File: src/rtl/tjrpu_wb_arbiter.sv
// Two-master, one-slave Wishbone arbiter: round-robin grant held for a whole cyc,
// with forced termination of slave accesses that never ack.
module tjrpu_wb_arbiter #(
  parameter int unsigned TIMEOUT  = 255,
  parameter logic [31:0] ERR_DATA = 32'hDEAD_BEEF
) (
  input  logic        wb_clk_i,
  input  logic        wb_rst_i,
  input  logic        m0_cyc_i,
  input  logic        m0_stb_i,
  input  logic        m0_we_i,
  input  logic [3:0]  m0_sel_i,
  input  logic [31:0] m0_adr_i,
  input  logic [31:0] m0_dat_i,
  output logic        m0_ack_o,
  output logic [31:0] m0_dat_o,
  input  logic        m1_cyc_i,
  input  logic        m1_stb_i,
  input  logic        m1_we_i,
  input  logic [3:0]  m1_sel_i,
  input  logic [31:0] m1_adr_i,
  input  logic [31:0] m1_dat_i,
  output logic        m1_ack_o,
  output logic [31:0] m1_dat_o,
  output logic        s_cyc_o,
  output logic        s_stb_o,
  output logic        s_we_o,
  output logic [3:0]  s_sel_o,
  output logic [31:0] s_adr_o,
  output logic [31:0] s_dat_o,
  input  logic        s_ack_i,
  input  logic [31:0] s_dat_i,
  output logic        timeout_irq_o,
  output logic [7:0]  timeout_cnt_o
);

  typedef struct packed {
    logic        cyc;
    logic        stb;
    logic        we;
    logic [3:0]  sel;
    logic [31:0] adr;
    logic [31:0] dat;
  } wb_req_t;

  typedef enum logic [1:0] {IDLE, GNT0, GNT1} state_t;

  localparam logic [7:0] TMO = 8'(TIMEOUT);

  state_t     state, state_nxt, arb_state;
  logic       last;
  logic [7:0] tmo_q;
  logic [1:0] req;
  logic       granted, gsel, tmo_hit, ack_g;
  logic [31:0] dat_g;
  wb_req_t    m_req [2];
  wb_req_t    g_req;

  assign m_req[0] = '{cyc: m0_cyc_i, stb: m0_stb_i, we: m0_we_i, sel: m0_sel_i,
                      adr: m0_adr_i, dat: m0_dat_i};
  assign m_req[1] = '{cyc: m1_cyc_i, stb: m1_stb_i, we: m1_we_i, sel: m1_sel_i,
                      adr: m1_adr_i, dat: m1_dat_i};
  assign req     = {m1_cyc_i & m1_stb_i, m0_cyc_i & m0_stb_i};
  assign granted = (state != IDLE);
  assign gsel    = (state == GNT1);
  assign g_req   = m_req[gsel];

  // A slave ack in the same cycle always beats the timeout.
  assign tmo_hit = granted & g_req.stb & ~s_ack_i & (tmo_q == TMO);
  assign ack_g   = tmo_hit | (s_ack_i & g_req.stb);
  assign dat_g   = tmo_hit ? ERR_DATA : s_dat_i;

  // Round-robin choice; on release the releasing master's req is already low.
  always_comb begin
    arb_state = IDLE;
    if (req[0] && req[1]) arb_state = last ? GNT0 : GNT1;
    else if (req[0])      arb_state = GNT0;
    else if (req[1])      arb_state = GNT1;
  end

  always_ff @(posedge wb_clk_i or posedge wb_rst_i) begin
    if (wb_rst_i) state <= IDLE;
    else          state <= state_nxt;
  end

  always_comb begin
    state_nxt = state;
    case (state)
      IDLE:    state_nxt = arb_state;
      GNT0:    if (!m0_cyc_i) state_nxt = arb_state;
      GNT1:    if (!m1_cyc_i) state_nxt = arb_state;
      default: state_nxt = IDLE;
    endcase
  end

  always_comb begin
    s_cyc_o  = 1'b0;
    s_stb_o  = 1'b0;
    s_we_o   = 1'b0;
    s_sel_o  = '0;
    s_adr_o  = '0;
    s_dat_o  = '0;
    m0_ack_o = 1'b0;
    m0_dat_o = '0;
    m1_ack_o = 1'b0;
    m1_dat_o = '0;
    if (granted) begin
      s_cyc_o = g_req.cyc & ~tmo_hit;
      s_stb_o = g_req.stb & ~tmo_hit;
      s_we_o  = g_req.we;
      s_sel_o = g_req.sel;
      s_adr_o = g_req.adr;
      s_dat_o = g_req.dat;
      if (gsel) begin
        m1_ack_o = ack_g;
        m1_dat_o = dat_g;
      end else begin
        m0_ack_o = ack_g;
        m0_dat_o = dat_g;
      end
    end
  end

  always_ff @(posedge wb_clk_i or posedge wb_rst_i) begin
    if (wb_rst_i) begin
      last          <= 1'b1;
      tmo_q         <= '0;
      timeout_irq_o <= 1'b0;
      timeout_cnt_o <= '0;
    end else begin
      if (state_nxt == GNT0 && state != GNT0) last <= 1'b0;
      if (state_nxt == GNT1 && state != GNT1) last <= 1'b1;
      if (state_nxt != state || !granted || !g_req.stb || s_ack_i || tmo_hit)
        tmo_q <= '0;
      else
        tmo_q <= tmo_q + 8'd1;
      timeout_irq_o <= tmo_hit;
      if (tmo_hit && timeout_cnt_o != 8'hFF) timeout_cnt_o <= timeout_cnt_o + 8'd1;
    end
  end

endmodule

File: config.mk
export PLATFORM = sky130hd
export DESIGN_NAME = tjrpu_wb_arbiter
export DESIGN_NICKNAME = d
export VERILOG_FILES = /design/src/rtl/tjrpu_wb_arbiter.sv
export SDC_FILE = /design/constraint.sdc
export NUM_CORES = 1
export LEC_CHECK = 0
export ABC_AREA = 1
export BUFFER_PORTS_ARGS = -buffer_cell sky130_fd_sc_hd__buf_2
export CAP_MARGIN = 20
export CORE_AREA = 2 2 126 128
export DETAILED_ROUTE_END_ITERATION = 8
export DIE_AREA = 0 0 128 130
export PLACE_DENSITY = 0.44
export SYNTH_ARGS = -nofsm -noshare
export SYNTH_HDL_FRONTEND = slang
export SYNTH_SLANG_ARGS = --single-unit
File: constraint.sdc
create_clock -name wb_clk_i -period 2.24 [get_ports wb_clk_i]
set_input_delay 0.448 -clock wb_clk_i [delete_from_list [all_inputs] [get_ports wb_clk_i]]
set_output_delay 0.448 -clock wb_clk_i [all_outputs]
set_load 0.02 [all_outputs]
==> flow_summary.toml <==
[placement]
hpwl_um = 10700
dp_slack_ps = 72.7
dpl-instance-area_mm2 = 0.00448
io_buffers = 322
place.gp.congestion = 0.776
placed_cells = 987

[synthesis]
ys_top_cells_by_area = "nand2_1 27%, dfrtp_1 18%, nand3_1 17%"
synth-edff-count = 0
async_reset_ff_frac = 1.00
syn_area_per_cell_um2 = 5.37
netlist_area_mm2 = 0.00267
synth_cell_type_count = 27
syn_nets = 676
yosys_warnings = 0
synthCells = 497
synth-seq-cells = 20
ys_seq_area_frac = 0.188
synth.most_common_cell = "nand2_1"
synth_area_leader_cell = "nand2_1"
synthTopCellsByCount = "192 x nand2_1, 90 x nand3_1, 46 x inv_1"
ys.flop_type = "dfrtp_1"
synthDominantCellAreaShare = 0.270

[sta]
setup_viol = 1
timing.final.max_slew_violations = 0
finalHoldViolations = 0
period_share = 1.01
fin_ws_ps = -15.8
finClkSkew_ps = 4.93
worst_slew_pin_slew_ps = 545
maxSlewHeadroom = 0.636
rsz0062_at_grt = "true"
period_needed_ps = 2260
fmax_mhz = 443

[final_layout]
finalNonFillerCells = 1002
syn_to_final_growth_pct = 87.4
final_area_mm2 = 0.00500
antennaDiodeCount = 0
drive_gt1_frac = 0.490
finalNetCount = 990

[worst_setup_path]
r2r_start = "state[1]"
r2r_end = "tmo_q[4]"
cp_cell_sequence = "ha_2 -> nor3b_4 -> nand2_4 -> buf_12 -> a21oi_1 -> buf_4"
rrSetupSlack_ps = 460
cp-start-kind = "register"
cp.arrival_ps = 1810
critical_path.max_fanout = 20
critPathSlowestCell = "dfrtp_1"
slowest_delay_ps = 370
endpoint_kind = "output pin"
r2r_cells = 9
criticalPathCategory = "reg2out"
cp.required_ps = 1790

[floorplanning]
chipWidth_um = 128
core_area_mm2 = 0.0154
die_area_mm2 = 0.0166
die_h_um = 130
rows = 46
start_util = 0.173
num_io_pins = 323

[global_routing]
first_global_vias = 3571
globalRouteTotalUtil = 0.138
grt_pass1_wl_um = 18400
grt_overflow_total = 0
antenna_found_initial = 1
grt_max_degree = 85

[status]
violations = "negative setup slack"
outcome = "finished, violations left"

[power_and_ir_drop]
p_int_w = 0.00176
pwr-share-seq = 0.109
peakVddDrop_mv = 0.468
power.share.combinational = 0.765
p_switching_w = 0.00214
swShare = 0.548
power.share.clock = 0.126
power_density_mw_per_mm2 = 780
p_leak_nw = 3.17

[detailed_routing]
drtIter0Drc = 158
first_pass_iters = 4
vias = 4197
wl_per_cell_um = 13.8
wl_um = 13900
ant_nets = 0
drc = 0
post_drt_via_cell_ratio = 4.19

[clocking]
clk_pin_slew_ps = 60
cts_tree = "done"
cts_hold_buf = 0
cts.sinks = 20
cts-root-buf = "clkbuf_16"
cts_max_level = 1
clockBufferDepth = 2
cts_buffers = 3
clock_latency_ps = 250

[worst_hold_path]
holdCritPathClass = "in2async"

[run]
cap_violations = 0
## per-layer routing
metal  global-route usage  wire length (um)
met1                0.167              5520
met2                0.265              7300
met3               0.0234              1020
met4              0.00776                27
met5                    0                 0
## area by class of cell
cell class	count	area (um^2)
fillers	1750	10400
repair buffers	345	2030
multi-input cells	394	1940
flip-flops and latches	20	505
well taps	192	240
inverters	47	181
clock buffers	3	75.1
clock inverters	1	30.0
## layout by cell type (no fill, tap or decap)
master     count
nor2_4         2
ha_1           1
buf_4         58
ha_2           1
nor3_1         3
buf_6         11
o21a_1         1
o21ai_0        1
clkinv_4       1
xnor2_1        4
clkbuf_16      4
inv_1         46
dfrtp_2        3
nand2_2        1
bufinv_16      1
xor2_1         6
nand2_1      192
buf_2        270
nand3_1       89
dfstp_2        1
a21oi_2       31
nor2_1        30
o21ai_2        1
buf_8          1
a21oi_4        1
nor3b_4        1
nand3_2        1
buf_12         4
dfrtp_1       16
nor2_2         1
nand4_1        3
nor3_2         1
a21oi_1       21
nand2_4        2
## power groups by stage
stage	sequential, W	clock [W]	combinational, W
floorplan	0.000412	0	0.00177
global placement	0.000434	0	0.00281
detailed placement	0.000434	0	0.00278
CTS	0.000428	0.000500	0.00280
global route	0.000431	0.000524	0.00324
finish	0.000426	0.000492	0.00299
## cell families (layout without fill, tap and decap cells)
group                    count (synthesis)  after routing  synth area share
AO/OA/AOI/OAI                           56             56             0.121
buffers and inverters                   83            396             0.130
AND/OR/NAND/NOR                        326            326             0.518
adder cells (fa/ha/maj)                  2              2           0.00937
XOR/XNOR                                10             10            0.0328
flip-flops                              20             20             0.188
## critical path, delay by kind of cell (launching register included)
family	cells	cell delay, ps
compound gates	1	160
fa+ha+maj	1	210
buf+inv	2	370
flops	1	370
simple gates	2	430
## per-stage QoR
step | setup TNS, ps | util | hold WS [ps] | power (W)
global route | -3020 | 0.324 | 222 | 0.00420
CTS | 0 | 0.300 | 202 | 0.00373
global placement | 0 | 0.291 | 448 | 0.00324
detailed placement | 0 | 0.291 | 452 | 0.00321
floorplan | 0 | - | 411 | 0.00218
finish | -15.8 | 0.324 | 191 | 0.00390
## how the worst max path moves through the flow
| stage | from | to | slack (ps) | depth (start not counted) |
|---|---|---|---|---|
| 6_report | tmo_q[0] | m1_dat_o[15] | -20 | 6 |
| 5_1_grt | tmo_q[0] | m1_dat_o[31] | -110 | 6 |
| 2_1_floorplan | state[0] | m0_ack_o | 320 | 9 |
| 4_1_cts | state[0] | m1_dat_o[18] | 5 | 9 |
| 3_5_place_dp | m1_stb_i | s_cyc_o | 70 | 9 |
| 3_3_place_gp | m1_stb_i | s_cyc_o | 100 | 9 |
## registers in the layout, summed over array words and instances, names as in the netlist
name,cells
timeout_irq_o,1
last,1
tmo_q,8
timeout_cnt_o,8
state,2
## timing repair
| item | 4_1_cts | 5_1_grt |
|---|---|---|
| endpoints found under the setup margin | 55 | 67 |
| buffers inserted | 1 | 7 |
| cloned | 0 | 3 |
| gates resized for setup | 7 | 86 |
No activity file was read; power rests on OpenSTA's default activity.
